File: config.mk
export PLATFORM = sky130hd
export DESIGN_NAME = mem2io_mmio_bridge
export DESIGN_NICKNAME = d
export VERILOG_FILES = /design/src/rtl/mem2io_pkg.sv /design/src/rtl/hex_to_seg7.sv /design/src/rtl/mem2io_mmio_bridge.sv
export SDC_FILE = /design/constraint.sdc
export NUM_CORES = 1
export LEC_CHECK = 0
export ABC_AREA = 1
export BUFFER_PORTS_ARGS = -buffer_cell sky130_fd_sc_hd__buf_2
export CAP_MARGIN = 20
export CORE_MARGIN = 2
export CORE_UTILIZATION = 54
export CTS_CLUSTER_SIZE = 20
export DETAILED_ROUTE_END_ITERATION = 16
export PLACE_DENSITY = 0.79
export SKIP_LAST_GASP = 1
export SYNTH_ARGS = -nofsm -noshare
export SYNTH_HDL_FRONTEND = slang
export SYNTH_SLANG_ARGS = --single-unit
File: constraint.sdc
create_clock -name Clk -period 2.6 [get_ports Clk]
set_input_delay 0.52 -clock Clk [delete_from_list [all_inputs] [get_ports Clk]]
set_output_delay 0.52 -clock Clk [all_outputs]
set_load 0.005 [all_outputs]
File: src/rtl/mem2io_pkg.sv
// Shared constants for the CPU/SRAM/IO bridge: MMIO address map and 7-seg glyphs.
package mem2io_pkg;

  // MMIO window at the top of the decoded 16-bit address space
  localparam logic [15:0] ADDR_SW_HEX = 16'hFFFF;
  localparam logic [15:0] ADDR_LED    = 16'hFFFE;
  localparam logic [15:0] ADDR_STATUS = 16'hFFFD;
  localparam logic [15:0] ADDR_CYCLE  = 16'hFFFC;

  // Active-low segment patterns {g,f,e,d,c,b,a} for hex digits 0-F
  localparam logic [6:0] SEG7_LUT [16] = '{
    7'h40, 7'h79, 7'h24, 7'h30, 7'h19, 7'h12, 7'h02, 7'h78,
    7'h00, 7'h10, 7'h08, 7'h03, 7'h46, 7'h21, 7'h06, 7'h0E
  };

endpackage

File: src/rtl/hex_to_seg7.sv
// One hex nibble to one active-low 7-segment digit, purely combinational.
module hex_to_seg7
  import mem2io_pkg::*;
(
  input  logic [3:0] hex_i,
  output logic [6:0] seg_o
);

  assign seg_o = SEG7_LUT[hex_i];

endmodule

File: src/rtl/mem2io_mmio_bridge.sv
// CPU <-> SRAM bridge with a small MMIO window: hex display, LEDs, debounced
// switches with a sticky change flag, and a free-running cycle counter.
module mem2io_mmio_bridge
  import mem2io_pkg::*;
#(
  parameter int DATA_W     = 16,
  parameter int ADDR_W     = 20,
  parameter int NUM_HEX    = 4,
  parameter int LED_W      = 12,
  parameter int DEB_CYCLES = 50000
) (
  input  logic                 Clk,
  input  logic                 Reset,
  input  logic [ADDR_W-1:0]    ADDR,
  input  logic                 CE,
  input  logic                 UB,
  input  logic                 LB,
  input  logic                 OE,
  input  logic                 WE,
  input  logic [DATA_W-1:0]    Switches,
  input  logic [DATA_W-1:0]    Data_from_CPU,
  input  logic [DATA_W-1:0]    Data_from_SRAM,
  output logic [DATA_W-1:0]    Data_to_CPU,
  output logic [DATA_W-1:0]    Data_to_SRAM,
  output logic [NUM_HEX*7-1:0] HEX,
  output logic [LED_W-1:0]     LED
);

  localparam int                CNT_W   = $clog2(DEB_CYCLES);
  localparam logic [CNT_W-1:0]  DEB_MAX = CNT_W'(DEB_CYCLES - 1);
  localparam logic [CNT_W-1:0]  CNT_ONE = CNT_W'(1);
  localparam logic [DATA_W-1:0] CYC_ONE = DATA_W'(1);

  // Only the low 16 address bits take part in decode
  logic [15:0] addr_lo;
  logic        unused_addr_hi;
  assign addr_lo        = ADDR[15:0];
  assign unused_addr_hi = ^ADDR[ADDR_W-1:16];

  logic rd, wr;
  logic sel_sw, sel_led, sel_status, sel_cycle;
  assign rd         = ~CE & ~OE & WE;
  assign wr         = ~CE & ~WE;
  assign sel_sw     = (addr_lo == ADDR_SW_HEX);
  assign sel_led    = (addr_lo == ADDR_LED);
  assign sel_status = (addr_lo == ADDR_STATUS);
  assign sel_cycle  = (addr_lo == ADDR_CYCLE);

  logic [DATA_W-1:0] hex_q, hex_d;
  logic [LED_W-1:0]  led_q, led_d;
  logic [DATA_W-1:0] sync1_q, sync2_q, prev_q;
  logic [CNT_W-1:0]  cnt_q, cnt_d;
  logic [DATA_W-1:0] deb_q, deb_d;
  logic              chg_q, chg_d;
  logic              rd_prev_q;
  logic              rd_status;
  logic [DATA_W-1:0] cyc_q;
  logic [DATA_W-1:0] lane_mask;

  // Byte-lane merge for the writable MMIO registers
  assign lane_mask = {{(DATA_W-8){~UB}}, {8{~LB}}};

  // Next value of hex_data and LED from a write to their addresses
  always_comb begin
    hex_d = hex_q;
    led_d = led_q;
    if (wr && sel_sw) begin
      hex_d = (hex_q & ~lane_mask) | (Data_from_CPU & lane_mask);
    end
    if (wr && sel_led) begin
      led_d = (led_q & ~lane_mask[LED_W-1:0]) | (Data_from_CPU[LED_W-1:0] & lane_mask[LED_W-1:0]);
    end
  end

  // Bus-writable registers
  always_ff @(posedge Clk) begin
    if (!Reset) begin
      hex_q <= '0;
      led_q <= '0;
    end else begin
      hex_q <= hex_d;
      led_q <= led_d;
    end
  end

  // Debounce: restart the count on any change of the synchronised value;
  // the debounced value is taken on the cycle the count lands on its top.
  always_comb begin
    cnt_d = cnt_q;
    deb_d = deb_q;
    if (sync2_q != prev_q) begin
      cnt_d = '0;
    end else if (cnt_q != DEB_MAX) begin
      cnt_d = cnt_q + CNT_ONE;
    end
    if (cnt_d == DEB_MAX) begin
      deb_d = sync2_q;
    end
  end

  // Switch synchroniser, change detector and debounce state
  always_ff @(posedge Clk) begin
    if (!Reset) begin
      sync1_q <= '0;
      sync2_q <= '0;
      prev_q  <= '0;
      cnt_q   <= '0;
      deb_q   <= '0;
    end else begin
      sync1_q <= Switches;
      sync2_q <= sync1_q;
      prev_q  <= sync2_q;
      cnt_q   <= cnt_d;
      deb_q   <= deb_d;
    end
  end

  // Sticky change flag: cleared only on the first cycle of a STATUS read,
  // and a simultaneous debounce update keeps it set.
  assign rd_status = rd & sel_status;
  assign chg_d     = (deb_d != deb_q) | (chg_q & ~(rd_status & ~rd_prev_q));

  // Change flag and read-edge tracking
  always_ff @(posedge Clk) begin
    if (!Reset) begin
      chg_q     <= 1'b0;
      rd_prev_q <= 1'b0;
    end else begin
      chg_q     <= chg_d;
      rd_prev_q <= rd_status;
    end
  end

  // Free-running cycle counter
  always_ff @(posedge Clk) begin
    if (!Reset) begin
      cyc_q <= '0;
    end else begin
      cyc_q <= cyc_q + CYC_ONE;
    end
  end

  // Read mux: MMIO registers over SRAM, zero when not reading
  always_comb begin
    Data_to_CPU = '0;
    if (rd) begin
      if (sel_sw)          Data_to_CPU = deb_q;
      else if (sel_led)    Data_to_CPU = DATA_W'(led_q);
      else if (sel_status) Data_to_CPU = DATA_W'(chg_q);
      else if (sel_cycle)  Data_to_CPU = cyc_q;
      else                 Data_to_CPU = Data_from_SRAM;
    end
  end

  assign Data_to_SRAM = Data_from_CPU;
  assign LED          = led_q;

  for (genvar g = 0; g < NUM_HEX; g++) begin : g_digit
    hex_to_seg7 u_seg (
      .hex_i (hex_q[4*g +: 4]),
      .seg_o (HEX[7*g +: 7])
    );
  end

endmodule

==> run_results.csv <==
group,metric,value,unit
synth,synth_fp_nets,1202,
timing,period_minus_slack,2.58,ns
synth,yosysWarningCount,0,
clock_network,cts.root.buffer_cell,"clkbuf_16",
pwr,p_leak,0.00465,uW
timing,finalCritPeriodShare,99.0,%
die,start_util,55.0,%
setup_path,end_kind,"primary output",
synth,synth_seq_cells,126,
die,core_area,13200,sq um
setup_path,worstPathArrival,2.06,ns
synth,ys_seq_area_share,34.8,%
hold_path,hold_class,"in -> reg",
timing,tightest_slew,0.469,ns
synth,postSynthCellCount,1101,
route,drtIter0Drc,485,
pwr,peakVddDrop,0.431,mV
clock_network,ctsHoldBuffers,0,
timing,finalMaxSlewViolations,0,
global_routing,track_usage,26.2,%
final_layout,multi_input_area,3940,sq um
global_routing,grt-ovfl-total,0,
final_layout,seqCellArea,2540,sq um
global_routing,grt_pass1_wl,29.9,mm
route,num_vias,7555,
final_layout,antenna_cells,0,
synth,synth_area,7250,sq um
placement,dp_worst_setup_slack,-0.292,ns
timing,finalSetupViolations,0,
timing,rsz0062_at_grt,"true",
outcome,status,"finished clean",
route,wl_per_cell,13.7,um
timing,setup_slack,0.0249,ns
die,pin_count,147,
synth,avgSynthCellArea,6.59,sq um
final_layout,final_nets,1377,
final_layout,final_util,70.7,%
die,fp.dieW,120,um
timing,clock-skew-final,0.00772,ns
global_routing,antenna_found_initial,0,
final_layout,fillerInstances,1074,
final_layout,area_growth,28.6,%
timing,max_slew_margin,68.7,%
placement,place.gp.congestion,0.930,
clock_network,cts_sinks,126,
route,vias_per_cell,5.17,
clock_network,cts_max_path_buffers,2,
clock_network,cts_buffers,17,
placement,port_buffers,142,
timing,setup_tns,0,ns
global_routing,grt_pass1_vias,6446,
clock_network,clock_latency,0.42,ns
die,dieArea,14400,sq um
placement,dpl.hpwl,13.9,mm
die,rows,42,
setup_path,cp_max_fo,9,
run,drv_cap,0,
setup_path,crit_required,2.08,ns
clock_network,h-tree-depth,4,
die,fp.dieH,120,um
clock_network,clkTransAtPathRegs,0.05,ns
route,drc_errors,0,
route,dr.pass1.iters,5,
pwr,power_density,483,nW/um^2
clock_network,cts_tree,"built",
timing,fmax,0.388,GHz
route,wl,20.0,mm
synth,synth_cell_type_count,43,
timing,finalHoldViolCount,0,
setup_path,path_class,"in -> out",
route,drtAntennaViolNets,0,
setup_path,start_kind,"input port",
final_layout,drive_gt1_share,24.3,%
global_routing,grt_max_degree,49,
-- critical path, stage by stage --
cell and delay, ns:
buf_2 0.08, nand4_1 0.13, buf_6 0.18, buf_4 0.14, nor3_4 0.19, buf_6 0.16
buf_12 0.12, a21oi_1 0.04, a221oi_1 0.30, buf_2 0.18
-- where the power goes --
group | total, uW | switching (uW) | internal, uW
Sequential | 1990 | 23.4 | 1970
Clock | 2210 | 822 | 1390
Combinational | 306 | 182 | 124
-- cell usage in the layout (no fill, tap or decap), types with 8 or more instances in the layout --
cell type and count:
clkbuf_16 22, nand2_1 247, nor2_2 9, a211oi_1 26, buf_4 52, nand3_1 57
a21oi_1 64, dfxtp_1 113, a221oi_2 8, nand4_1 12, nor2_1 117, buf_2 143
ha_1 25, inv_1 173, o21ai_0 56, nor3_1 25, nor2_4 11, dfxtp_2 13
o211ai_1 11
-- path summary, 6_finish.rpt --
path,start,to,slack (ns),depth (start not counted)
worst max-delay path,ADDR[4],Data_to_CPU[8],0.02,10
worst min-delay path,Switches[15],sync1_q[15],0.28,3
worst max register to register,cnt_q[1],chg_q,0.09,22
worst min register to register,sync1_q[13],sync2_q[13],0.41,2
-- through the flow --
step | cell area, sq um | hold WS (ns) | total power, uW | instances
floorplan | 7250 | 0.390 | 2190 | 1101
global placement | 8250 | 0.393 | 2310 | 1408
detailed placement | 8250 | 0.395 | 2310 | 1408
CTS | 8870 | 0.265 | 4520 | 1441
global route | 9330 | 0.286 | 4670 | 1462
finish | 9330 | 0.280 | 4510 | 1462
-- cells in the mapped netlist, drive strengths merged --
| master | instances | area [sq um] |
|---|---|---|
| a211oi | 26 | 195 |
| a21boi | 1 | 7.51 |
| a21oi | 64 | 320 |
| a221oi | 12 | 105 |
| a311oi | 3 | 26.3 |
| a31oi | 1 | 6.26 |
| a32o | 1 | 10.0 |
| and3 | 1 | 6.26 |
| buf | 29 | 213 |
| clkbuf | 25 | 93.8 |
| clkinv | 7 | 26.3 |
| dfxtp | 126 | 2520 |
| ha | 26 | 325 |
| inv | 181 | 679 |
| nand2 | 258 | 988 |
| nand3 | 61 | 310 |
| nand3b | 5 | 37.5 |
| nand4 | 12 | 75.1 |
| nor2 | 137 | 571 |
| nor3 | 30 | 155 |
| nor3b | 1 | 7.51 |
| nor4 | 4 | 25.0 |
| o2111ai | 3 | 26.3 |
| o211ai | 11 | 82.6 |
| o21a | 3 | 22.5 |
| o21ai | 58 | 290 |
| o21bai | 1 | 7.51 |
| o311ai | 1 | 8.76 |
| o31ai | 4 | 30.0 |
| or2 | 1 | 6.26 |
| xnor2 | 2 | 17.5 |
| xor2 | 6 | 52.6 |
-- routing by layer --
| metal | up-vias | routed length, um | global-route usage, % |
|---|---|---|---|
| li1 | 3866 | - | - |
| met1 | 3410 | 8330 | 30.9 |
| met2 | 242 | 9810 | 45.1 |
| met3 | 37 | 1110 | 5.37 |
| met4 | 0 | 771 | 13.5 |
| met5 | - | 0 | 0 |
-- what timing repair did --
action	4_1_cts	5_1_grt
setup buffers	4	14
resized for setup	13	56
cloned	0	7
pin swaps	6	21
setup endpoints to repair	16	17
-- kinds of logic (layout without fill, tap and decap cells) --
kind of cell / count (synthesis) / after routing / share of synthesized area, %
AOI/OAI and AO/OA: 189 / 189 / 15.7
xor gates and xnor gates: 8 / 8 / 0.966
buffers and inverters: 242 / 426 / 14.0
adders and majority gates: 26 / 26 / 4.49
and+or+nand+nor: 510 / 511 / 30.1
DFF: 126 / 126 / 34.8
-- area by class of cell --
class	count	area share (%)
Clock buffer	22	5.19
Clock inverter	7	0.684
Inverter	188	7.63
Multi-Input combinational cell	734	42.3
Sequential cell	126	27.2
Tap cell	176	2.36
Timing Repair Buffer	209	14.7
No activity file was read; power rests on OpenSTA's default activity.
